## src/rtl/box_table_loader.sv

```systemverilog
// Double-buffered box descriptor table: writes land in a shadow copy, which is committed
// atomically to the active copy at a frame boundary. Optional macro: BOXTBL_TIMEOUT_EN.
module box_table_loader #(
   parameter int unsigned NBOX    = 10,
   parameter int unsigned CW      = 12,
   parameter int unsigned TW      = 8,
   parameter int unsigned TIMEOUT = 1000000
) (
   input  logic                 clk_i,
   input  logic                 rst_i,
   input  logic                 frame_start_i,
   input  logic                 wr_valid_i,
   output logic                 wr_ready_o,
   input  logic [3:0]           wr_idx_i,
   input  logic [CW-1:0]        wr_xmin_i,
   input  logic [CW-1:0]        wr_xmax_i,
   input  logic [CW-1:0]        wr_ymin_i,
   input  logic [CW-1:0]        wr_ymax_i,
   input  logic [TW-1:0]        wr_BDthY_i,
   input  logic [TW-1:0]        wr_BDthU_i,
   input  logic [TW-1:0]        wr_BDthV_i,
   input  logic [TW-1:0]        wr_Bth_i,
   input  logic [TW-1:0]        wr_BckGndBuildTH_i,
   input  logic                 wr_update_i,
   input  logic                 commit_req_i,
   output logic                 commit_pending_o,
   output logic                 commit_done_o,
   output logic                 err_idx_o,
   output logic                 timeout_o,
   output logic [NBOX*CW-1:0]   box_xmin_o,
   output logic [NBOX*CW-1:0]   box_xmax_o,
   output logic [NBOX*CW-1:0]   box_ymin_o,
   output logic [NBOX*CW-1:0]   box_ymax_o,
   output logic [NBOX*TW-1:0]   BDthY_o,
   output logic [NBOX*TW-1:0]   BDthU_o,
   output logic [NBOX*TW-1:0]   BDthV_o,
   output logic [NBOX*TW-1:0]   Bth_o,
   output logic [NBOX*TW-1:0]   BckGndBuildTH_o,
   output logic [NBOX-1:0]      update_o
);

   if (NBOX < 1 || NBOX > 16 || TIMEOUT < 1 || TIMEOUT > 32'd1048575) begin : g_bad_param
      $error("box_table_loader: NBOX or TIMEOUT out of range");
   end

   typedef struct packed {
      logic [CW-1:0] xmin;
      logic [CW-1:0] xmax;
      logic [CW-1:0] ymin;
      logic [CW-1:0] ymax;
      logic [TW-1:0] thy;
      logic [TW-1:0] thu;
      logic [TW-1:0] thv;
      logic [TW-1:0] bth;
      logic [TW-1:0] bck;
      logic          upd;
   } entry_t;

   typedef enum logic [0:0] {StIdle, StArmed} state_e;

   state_e state_q, state_d;
   entry_t shadow_q [NBOX];
   entry_t active_q [NBOX];
   entry_t wr_entry;
   logic   wr_hs, idx_ok, commit, commit_done_q, err_idx_q, tmo_hit;

   assign idx_ok = ({1'b0, wr_idx_i} < 5'(NBOX));
   assign wr_hs  = wr_valid_i && wr_ready_o;

   always_comb begin
      wr_entry = '{xmin: wr_xmin_i, xmax: wr_xmax_i, ymin: wr_ymin_i, ymax: wr_ymax_i,
                   thy: wr_BDthY_i, thu: wr_BDthU_i, thv: wr_BDthV_i, bth: wr_Bth_i,
                   bck: wr_BckGndBuildTH_i, upd: wr_update_i};
   end

   // A frame_start coinciding with commit_req in IDLE only arms; the commit waits a frame.
   always_comb begin
      state_d    = state_q;
      wr_ready_o = 1'b0;
      commit     = 1'b0;
      case (state_q)
         StIdle: begin
            wr_ready_o = 1'b1;
            if (commit_req_i) state_d = StArmed;
         end
         StArmed: begin
            if (frame_start_i || tmo_hit) begin
               commit  = 1'b1;
               state_d = StIdle;
            end
         end
         default: state_d = StIdle;
      endcase
   end

   always_ff @(posedge clk_i) begin
      if (rst_i) begin
         state_q       <= StIdle;
         commit_done_q <= 1'b0;
         err_idx_q     <= 1'b0;
         for (int unsigned i = 0; i < NBOX; i++) begin
            shadow_q[i] <= '0;
            active_q[i] <= '0;
         end
      end else begin
         state_q       <= state_d;
         commit_done_q <= commit;
         if (wr_hs && !idx_ok) err_idx_q <= 1'b1;
         for (int unsigned i = 0; i < NBOX; i++) begin
            if (wr_hs && wr_idx_i == 4'(i)) shadow_q[i] <= wr_entry;
            if (commit) active_q[i] <= shadow_q[i];
         end
      end
   end

`ifdef BOXTBL_TIMEOUT_EN
   logic [19:0] tmo_cnt_q;
   logic        timeout_q;

   assign tmo_hit = (state_q == StArmed) && (tmo_cnt_q == 20'(TIMEOUT - 1));

   // Counter idles at zero so it starts from zero on every entry to ARMED.
   always_ff @(posedge clk_i) begin
      if (rst_i) begin
         tmo_cnt_q <= '0;
         timeout_q <= 1'b0;
      end else begin
         if (state_q == StArmed) tmo_cnt_q <= tmo_cnt_q + 20'd1;
         else                    tmo_cnt_q <= '0;
         if (tmo_hit && !frame_start_i) timeout_q <= 1'b1;
      end
   end

   assign timeout_o = timeout_q;
`else
   assign tmo_hit   = 1'b0;
   assign timeout_o = 1'b0;
`endif

   assign commit_pending_o = (state_q == StArmed);
   assign commit_done_o    = commit_done_q;
   assign err_idx_o        = err_idx_q;

   for (genvar g = 0; g < NBOX; g++) begin : g_out
      assign box_xmin_o[g*CW +: CW]      = active_q[g].xmin;
      assign box_xmax_o[g*CW +: CW]      = active_q[g].xmax;
      assign box_ymin_o[g*CW +: CW]      = active_q[g].ymin;
      assign box_ymax_o[g*CW +: CW]      = active_q[g].ymax;
      assign BDthY_o[g*TW +: TW]         = active_q[g].thy;
      assign BDthU_o[g*TW +: TW]         = active_q[g].thu;
      assign BDthV_o[g*TW +: TW]         = active_q[g].thv;
      assign Bth_o[g*TW +: TW]           = active_q[g].bth;
      assign BckGndBuildTH_o[g*TW +: TW] = active_q[g].bck;
      assign update_o[g]                 = active_q[g].upd;
   end

endmodule

```

## config.mk

```make
export PLATFORM = sky130hd
export DESIGN_NAME = box_table_loader
export DESIGN_NICKNAME = d
export VERILOG_FILES = /design/src/rtl/box_table_loader.sv
export SDC_FILE = /design/constraint.sdc
export NUM_CORES = 2
export LEC_CHECK = 0
export CAP_MARGIN = 40
export CORE_AREA = 2 2 383 385
export CTS_CLUSTER_SIZE = 25
export DETAILED_ROUTE_END_ITERATION = 6
export DIE_AREA = 0 0 385 387
export DONT_BUFFER_PORTS = 1
export SLEW_MARGIN = 40
export SYNTH_ARGS = -nofsm -noshare
export SYNTH_HDL_FRONTEND = slang
export SYNTH_SLANG_ARGS = --single-unit
```

## constraint.sdc

```tcl
create_clock -name clk_i -period 44.9 [get_ports clk_i]
set_clock_uncertainty 0.1 [all_clocks]
set_input_delay 4.49 -clock clk_i [delete_from_list [all_inputs] [get_ports clk_i]]
set_output_delay 4.49 -clock clk_i [all_outputs]
set_load 0.05 [all_outputs]
```

# == Word-level counts from Yosys, hierarchy flattened ==
# Memories as Yosys holds them, arrays and structs flattened.
# Cells that the tools add are included.
# op_classes
bitwise,21
eq_ne,9
order_cmp,1
n_mux,61
n_reduce_logical,14
# op_table
op,n
$mux 89,20
$mux 1,40
$or 1x1->1,20
$eq 4x3->1 const B,4
$logic_and 1x1->1,12
$eq 4x2->1 const B,2
$eq 4x4->1 const B,2
$eq 4x1->1 const B,1
$logic_not 4->1,1
$lt 4x4->1 const B,1
$pmux 1 s2,1
$logic_not 1->1,1
$not 1->1,1
# totals
memories,2
output_inout_bits,895
wordCells,111
ff_bits,3
input_bits,98
mem_bits_rw,1780
# memory_table
memory,depth,width,rd,rd_ports_with_merged_regs,write_ports,line_no,rtl
active_q,10,89,10,0,10,63,entry_t active_q [NBOX];
shadow_q,10,89,10,0,10,62,entry_t shadow_q [NBOX];

# == Depth between registers and ports, before layout ==
# depth
ltp_word,7
mapped_depth,6
ltp_nobuf,2

# == Least setup slack after synthesis ==
# Ideal clock, no wire load.
# synth_timing
path_kind,input-to-reg
start,input port rst_i
end,memory active_q[0][0] (netlist bit) (enable)
setup_ns,1.264
path_slack_ns,21.138
stages,2
required_ns,43.536
path_buffers,1
arrival_time_ns,22.398
cell_sequence,buf_2 a21o_1
# synth_rtl
element,line_no,rtl
from (decl),10,"input logic rst_i,"
to (decl),63,

==> results by group <==
Status
  • Status: complete, no violations

Layout
  • Most frequent cells in the layout: edfxtp_1, and2_1, and3_1
  • Most common cell after layout, fill and taps aside: edfxtp_1
  • Fin nets: 4028
  • Area grow syn2layout: 11.2%
  • Fillers: 11605
  • Layout cells sized above 1: slightly above 10%
  • Finished Cell Area: around 74000 um^2

Worst setup path
  • Critical Path AT: approximately 8 ns
  • Max stage delay cell, worst path: buf_4
  • Worst setup path endpoint: active_q[0][593]
  • Startpoint Class: input port
  • R2R cell count: 5
  • Crit path cell chain: a21o_4 -> buf_4 -> buf_4 -> buf_6 -> buf_6
  • Critical path required time: around 45 ns
  • CP Max Fanout: 80
  • FF-to-FF End: active_q[0][593]
  • CP max stage delay: 0.76 ns
  • WS Path Type: in -> reg
  • Reg2Reg Setup Slack: approximately 40 ns
  • Setup crit start: frame_start_i
  • R2R Path Start: commit_pending_o
  • Critical path endpoint category: register

Clock tree
  • Clk_lat worst skew: roughly 0.80 ns
  • Postcts setup bufs: 0
  • Cts repair resizes: 0
  • Clk buf depth: 3
  • Clock slew at reported path FFs: 0.06 ns
  • TritonCTS clock tree: done
  • H-Tree Depth: 4
  • TritonCTS Buffers: 178
  • Hold-fix buffers, CTS: 0
  • Clk sinks: ~1800
  • Root buffer cell: clkbuf_16

STA
  • Final Max Slew Viols: 0
  • Hold Vio Cnt, Final: 0
  • Final critical-path required period: between 7 and 8 ns
  • Setup TNS Final: 0 ns
  • Relative slew slack: between 30% and 40%
  • Peak Freq: approximately 130 MHz
  • Fin worst setup slack: roughly 37 ns
  • Tcrit/Tclk final: between 10% and 20%
  • Finish-stage setup viols: 0
  • Pin slew with the least headroom to its limit: roughly 0.9 ns
  • RSZ-0062 raised after global routing: no

Yosys
  • Syn_nets: roughly 4100
  • Post-Syn Instances: between 3000 and 4000
  • Synth Register Bits: about 1800
  • Syn Std Cell Area: between 60000 and 70000 um^2
  • Register area share after synthesis: between 80% and 90%
  • Top FF cell, synth: edfxtp_1
  • FFs w/ async S/R, synth: 0%
  • Number of synthesized flops with an enable pin: about 1800
  • Post-synth cell types: 32
  • Warnings from Yosys: 0
  • Post-Syn Area per Cell: roughly 17 um^2

Detailed routing
  • Vias/cell: 5.60
  • Antenna Nets Post-Route: 0
  • Remaining DRCs: 0
  • Routed wire length: about 180 mm
  • DR WL/cell: ~31 um
  • Starting DRC count in detailed routing: 3759
  • Pre-antenna DRT Iters: 7
  • Routed vias: between 30000 and 40000

Hold path
  • Hold WC Path Type: reg -> reg

Global route
  • First-pass GRT wire length: about 250 mm
  • Total grt overflow: 0
  • Largest net degree at the start of global routing: between 200 and 250
  • Vias in the first global route: about 32000
  • Initial antenna violation count: 40
  • GRT Util Overall: between 20 and 25%

Die
  • Die H: between 300 and 400 um
  • Die width: 385 um
  • Site Rows: 140
  • Die area: between 100000 and 150000 um^2
  • Io pins: 993
  • Core ar.: around 140000 um^2
  • Initial core utilization: between 40 and 50%

Place
  • Dpl cell area: between 60000 and 70000 um^2
  • DP Wirelength: roughly 120 mm
  • Port bufs: 0
  • Worst slack, placed: 36.26 ns
  • Gpl congestion: just over 0.8

Power
  • Leak: about 0.028 uW
  • Worst VDD drop: 38.7 uV
  • PD cells: around 50 nW/um^2

Run
  • Max-Cap Viols: 0
critical path: cells and delay by family:
kind | cells | cell delay, ns
compound gates | 1 | 0.59
buf+inv | 4 | 2.83
worst min path at each step:
stage	from	slack, ns	end	cells after the start
4_1_cts	shadow_q[9][35]	0.39	active_q[0][836]	1
2_1_floorplan	shadow_q[0][0]	0.40	active_q[0][0]	1
3_3_place_gp	shadow_q[0][72]	0.40	active_q[0][72]	1
5_1_grt	shadow_q[2][32]	0.40	active_q[0][210]	1
3_5_place_dp	shadow_q[1][13]	0.40	active_q[0][102]	1
6_report	shadow_q[3][81]	0.37	active_q[0][348]	1
stage by stage:
step / util, % / total power (uW) / hold slack [ns] / std cells
finish: 51.3 / 3650 / 0.372 / 5999
global route: 51.3 / 3750 / 0.401 / 5995
CTS: 51.2 / 3680 / 0.385 / 5988
detailed placement: 47.4 / 2290 / 0.401 / 5661
global placement: 47.3 / 2280 / 0.399 / 5656
floorplan: - / 2260 / 0.397 / 3998
sequential cells by signal (all words and copies together), names as in the netlist:
signal / cells
active_q: 890
commit_done_o: 1
commit_pending_o: 1
err_idx_o: 1
shadow_q: 890
final cells by class:
cell class / instances / area (um^2) / share of cell area (%)
clock inverters: 99 / 757 / 1.02
inverters: 92 / 347 / 0.466
well taps: 1917 / 2400 / 3.23
clock buffers: 228 / 4680 / 6.30
repair buffers: 63 / 792 / 1.07
multi-input cells: 1812 / 11800 / 15.9
flip-flops and latches: 1783 / 53500 / 72.0
diodes: 5 / 12.5 / 0.0168
Yosys cell counts, types with 2 or more instances:
master	n	area share [%]
edfxtp_1	1780	80
and2_1	890	8.3
and3_1	445	4.2
clkbuf_1	258	1.4
nor3_1	257	1.9
nor3_2	101	1.5
inv_1	92	0.52
and4_1	89	1.2
buf_2	39	0.29
buf_6	12	0.20
a21o_1	6	0.067
dfxtp_1	3	0.090
nor2_1	3	0.017
o21ai_0	3	0.022
and3b_1	2	0.026
nor2b_1	2	0.019
routing by layer:
layer | GRT usage (%) | wire length [um] | part of all wire [%]
met5 | 0 | 0 | 0
met4 | 9.73 | 7660 | 4.2
met3 | 8.10 | 20000 | 11
met2 | 36.6 | 84400 | 46
met1 | 32.3 | 72100 | 39
cell families (layout without fill, tap and decap cells):
| kind of cell | Yosys count | after routing | share of synthesized area, % |
|---|---|---|---|
| simple gates | 1799 | 1799 | 17.3 |
| flops | 1783 | 1783 | 80.1 |
| buf+inv | 403 | 482 | 2.48 |
| compound gates | 12 | 12 | 0.125 |
| other cells | 1 | 6 | 0.00561 |
report_power, final:
| group | switching [uW] | leakage [uW] | internal [uW] | total, uW |
|---|---|---|---|---|
| combinational | 90.0 | 0.00675 | 17.3 | 107 |
| clock | 628 | 0.00265 | 774 | 1400 |
| sequential | 219 | 0.0184 | 1920 | 2140 |
Power figures use the tool's default switching activity.
